File: config.mk
export PLATFORM = sky130hd
export DESIGN_NAME = color_changer
export DESIGN_NICKNAME = d
export VERILOG_FILES = /design/src/rtl/color_changer_pkg.sv /design/src/rtl/color_changer_keypad_decoder.sv /design/src/rtl/color_changer.sv
export SDC_FILE = /design/constraint.sdc
export NUM_CORES = 1
export LEC_CHECK = 0
export ABC_AREA = 1
export ABC_CLOCK_PERIOD_IN_PS = 1600
export CAP_MARGIN = 25
export CORE_MARGIN = 5
export CORE_UTILIZATION = 48
export DETAILED_ROUTE_END_ITERATION = 10
export GPL_TIMING_DRIVEN = 0
export MAX_ROUTING_LAYER = met4
export PLACE_DENSITY = 0.82
export SLEW_MARGIN = 5
export SYNTH_ARGS = -nofsm -noshare
export SYNTH_HDL_FRONTEND = slang
export SYNTH_HIERARCHICAL = 1
export SYNTH_SLANG_ARGS = --single-unit
File: constraint.sdc
create_clock -name clk -period 1.6 [get_ports clk]
set_input_delay 0.32 -clock clk [delete_from_list [all_inputs] [get_ports clk]]
set_output_delay 0.32 -clock clk [all_outputs]
set_load 0.01 [all_outputs]
File: src/rtl/color_changer_pkg.sv
// Shared constants and the keypad position-to-hex map for the colour entry block.
package color_changer_pkg;

  localparam int NUM_DIGITS = 6;
  localparam int COLOR_W    = 24;
  localparam int NIBBLE_W   = 4;
  localparam int COUNT_W    = 3;

  // Row-major map indexed by {row, col}.
  function automatic logic [NIBBLE_W-1:0] key_to_nibble(input logic [3:0] key);
    logic [NIBBLE_W-1:0] nibble;
    // NOTE: the default arm gives every input a value, so no latch is inferred.
    case (key)
      4'd0:    nibble = 4'h1;
      4'd1:    nibble = 4'h2;
      4'd2:    nibble = 4'h3;
      4'd3:    nibble = 4'hA;
      4'd4:    nibble = 4'h4;
      4'd5:    nibble = 4'h5;
      4'd6:    nibble = 4'h6;
      4'd7:    nibble = 4'hB;
      4'd8:    nibble = 4'h7;
      4'd9:    nibble = 4'h8;
      4'd10:   nibble = 4'h9;
      4'd11:   nibble = 4'hC;
      4'd12:   nibble = 4'h0;
      4'd13:   nibble = 4'hF;
      4'd14:   nibble = 4'hE;
      default: nibble = 4'hD;
    endcase
    return nibble;
  endfunction

endpackage

File: src/rtl/color_changer_keypad_decoder.sv
// Combinational 4x4 keypad decoder: {row, col} to a hex digit.
module keypad_decoder
  import color_changer_pkg::*;
(
  input  logic [1:0]          row,
  input  logic [1:0]          col,
  output logic [NIBBLE_W-1:0] nibble
);

  assign nibble = key_to_nibble({row, col});

endmodule

File: src/rtl/color_changer.sv
// Shifts six keypad digits, MS nibble first, into a 24-bit RGB colour; done when full.
module color_changer
  import color_changer_pkg::*;
(
  input  logic               clk,
  input  logic               reset,
  input  logic               button_pressed,
  input  logic [1:0]         row,
  input  logic [1:0]         col,
  output logic [COLOR_W-1:0] final_color,
  output logic               done
);

  localparam logic [COUNT_W-1:0] FULL_COUNT = COUNT_W'(NUM_DIGITS);
  localparam logic [COUNT_W-1:0] LAST_COUNT = COUNT_W'(NUM_DIGITS - 1);

  logic [COUNT_W-1:0]  count;
  logic [NIBBLE_W-1:0] nibble;

  keypad_decoder u_decoder (
    .row    (row),
    .col    (col),
    .nibble (nibble)
  );

  // NOTE: sequential state uses non-blocking assignments so every register samples pre-edge values.
  always_ff @(posedge clk) begin
    if (reset) begin
      count       <= '0;
      final_color <= '0;
      done        <= 1'b0;
    end else if (button_pressed && count < FULL_COUNT) begin
      // Constant-indexed slots keep the write mux simple for synthesis.
      for (int i = 0; i < NUM_DIGITS; i++) begin
        if (count == COUNT_W'(i)) begin
          final_color[COLOR_W-1-NIBBLE_W*i -: NIBBLE_W] <= nibble;
        end
      end
      count <= count + 1'b1;
      if (count == LAST_COUNT) begin
        done <= 1'b1;
      end
    end
  end

endmodule

==> impl_metrics.py <==
metrics = {
    "power": {
        "p_switching_mw": 0.342,
        "clkPwrFrac_pct": 27.1,
        "cellPowerDensity_nw_per_um2": 743,
        "p_leak_nw": 0.841,
        "p_comb_share_pct": 16.1,
        "seqPwrFrac_pct": 56.8,
        "swShare_pct": 26.6,
        "peakVddDrop_uv": 851,
        "p_int_mw": 0.941,
    },
    "global_route": {
        "grt_usage_pct": 17.3,
        "grt_pass1_vias": 1121,
        "antenna_found_initial": 0,
        "gr-total-overflow": 0,
        "grt_pass1_wl_mm": 4.84,
        "grt_max_degree": 16,
    },
    "layout": {
        "syn2layout_area_growth_pct": 34.2,
        "finalNetCount": 229,
        "num_antenna_cells": 0,
        "layout-drive-gt1-share_pct": 8.49,
        "finalInstanceArea_um2": 1730,
    },
    "route": {
        "drtAntennaViolNets": 0,
        "viasPerCell": 5.10,
        "totalWireLength_mm": 2.95,
        "wl_met2_mm": 1.41,
        "vias": 1235,
        "avgRoutedWirePerCell_um": 12.2,
        "wl_met3_um": 151,
        "first_pass_iters": 4,
        "routed.top_layer": "met4",
        "drc": 0,
        "met1_length_mm": 1.34,
        "drt_iter0_drc": 51,
    },
    "floorplan": {
        "placementRows": 18,
        "start_util_pct": 51.0,
        "core_um2": 2520,
        "die_area_um2": 3810,
        "die_w_um": 61.8,
        "io_pins": 32,
        "die_y_um": 61.8,
    },
    "sta": {
        "slew_viol_final": 0,
        "min_period_ns": 1.55,
        "rsz0062_at_grt": "false",
        "finalHoldViolations": 0,
        "setup_viol_count_final": 0,
        "skew_ns": 0.00111,
        "tightest_slew_ns": 0.647,
        "fin_tns_setup_ns": 0,
        "relSlewSlack_pct": 56.6,
        "min_period_over_period_pct": 97.1,
        "fmax_mhz": 643,
    },
    "placement": {
        "place.gp.congestion": 0.857,
        "placed_area_um2": 1630,
        "numPortBuffers": 31,
        "dpl.hpwl_mm": 2.17,
    },
    "min_path": {
        "hold_class": "flip-flop to flip-flop",
    },
    "clocking": {
        "cts_tree": "done",
        "clk_latency_ns": 0.33,
        "ctsHoldBuffers": 0,
        "clock-sinks": 28,
        "clkTransAtPathRegs_ns": 0.14,
        "cts_setup_buffers": 0,
        "cts_max_path_buffers": 2,
        "cts_buffers": 3,
        "htreeDepth": 1,
        "clock_tree.root_cell": "clkbuf_4",
    },
    "worst_setup_path": {
        "worstSetupStartpointType": "flip-flop",
        "path_delay_family": "buffers and inverters",
        "critPathCaptureType": "output pin",
        "slowest_stage": "clkdlybuf4s50_1",
        "cp.arrival_ns": 1.23,
        "cp_max_fo": 2,
        "critPathKind": "flip-flop to output pin",
        "crit_chain": "clkdlybuf4s50_1",
        "path_buf_inv": 1,
        "crit_required_ns": 1.28,
        "slowest_delay_ns": 0.54,
    },
    "synthesis": {
        "synth_fp_nets": 193,
        "synth_cells": 177,
        "yosysMostFrequentCell": "nand2_1",
        "synth-seq-area-share_pct": 43.6,
        "synth_edf_count": 0,
        "syn-cell-area_um2": 1290,
        "synth_flop_cell": "dfxtp_1",
        "ys_top_cells_by_area": "dfxtp_1 (44%), nand2_1 (15%), ha_1 (8.8%)",
        "ys_seq_elements": 28,
        "yosysWarnings": 6,
        "ys_types": 17,
        "synth_top_cell_by_area": "dfxtp_1",
        "netlist.area_leader.share_pct": 43.6,
        "netlist_top_cells_count": "nand2_1 (52), dfxtp_1 (28), a21oi_1 (19), inv_1 (19), nand3_1 (17)",
        "async_flop_share_pct": 0,
        "avgSynthCellArea_um2": 7.27,
    },
    "job": {
        "maxCapViolCount": 0,
    },
    "status": {
        "outcome": "finished, final reports clean",
    },
}
[power groups by stage]
stage / Combinational, mW / Clock [mW] / Sequential [mW]
after detailed placement: 0.190 / 0 / 0.744
after CTS: 0.195 / 0.352 / 0.729
after floorplan: 0.103 / 0 / 0.750
after global routing: 0.226 / 0.375 / 0.732
after global placement: 0.184 / 0 / 0.743
final: 0.206 / 0.348 / 0.729
[flip-flops by register name, indices dropped and copies added (netlist names)]
signal,flops
count,3
done,1
final_color,24
[tightest hold or removal path, stage by stage, from the launching register on]
cell     delay (ns)
dfxtp_1        0.34
inv_1          0.05
a21oi_1        0.05
[final cells by class]
cell class | count | area (um^2)
fillers | 217 | 796
multi-input cells | 124 | 661
flip-flops and latches | 28 | 562
repair buffers | 31 | 328
inverters | 21 | 78.8
well taps | 30 | 37.5
clock buffers | 4 | 36.3
plain buffers | 4 | 23.8
[cell usage in the layout (no fill, tap or decap), drive strengths merged]
cell,n
dlymetal6s2s,7
o21ai,2
ha,9
clkbuf,4
dfxtp,28
a21oi,19
nand3,17
clkinv,1
nor2,18
inv,20
clkdlybuf4s50,24
nand4,6
buf,4
nand2,52
xnor2,1
[metal layers]
metal	vias to the layer above	track usage, %
met5	-	-
met3	4	2.07
met2	28	28.6
met4	0	6.67
met1	563	21.5
li1	640	-
[through the flow]
stage          hold slack [ns]  cells  setup WS [ns]  total power, mW  utilization, %
6_report                 0.464    242         0.0459             1.28            68.5
5_1_grt                  0.482    242       0.000151             1.33            68.5
4_1_cts                  0.462    242         0.0226             1.28            66.6
3_5_place_dp             0.442    238         -0.731            0.934            64.8
3_3_place_gp             0.439    238         -0.616            0.928            64.8
2_1_floorplan            0.474    177          0.307            0.854               -
[kinds of logic after synthesis]
kind of cell | count (synthesis) | share of synthesized area (%)
and+or+nand+nor | 93 | 30.8
AOI/OAI and AO/OA | 21 | 8.17
DFF | 28 | 43.6
buffers and inverters | 25 | 7.98
adders and majority gates | 9 | 8.76
xor gates and xnor gates | 1 | 0.681
[repair_timing]
item                                    in CTS  in global routing
endpoints found under the setup margin      15                 20
resized for setup                            4                 13
pin swaps                                    0                  2
[path summary, 6_finish.rpt]
check | slack (ns) | endpoint | start | cells past startpoint
max | 0.05 | final_color[6] | final_color[6] | 1
min | 0.46 | done | done | 2
max reg2reg | 0.17 | final_color[6] | count[1] | 6
min reg2reg | 0.46 | done | done | 2
No activity file was read; power rests on OpenSTA's default activity.
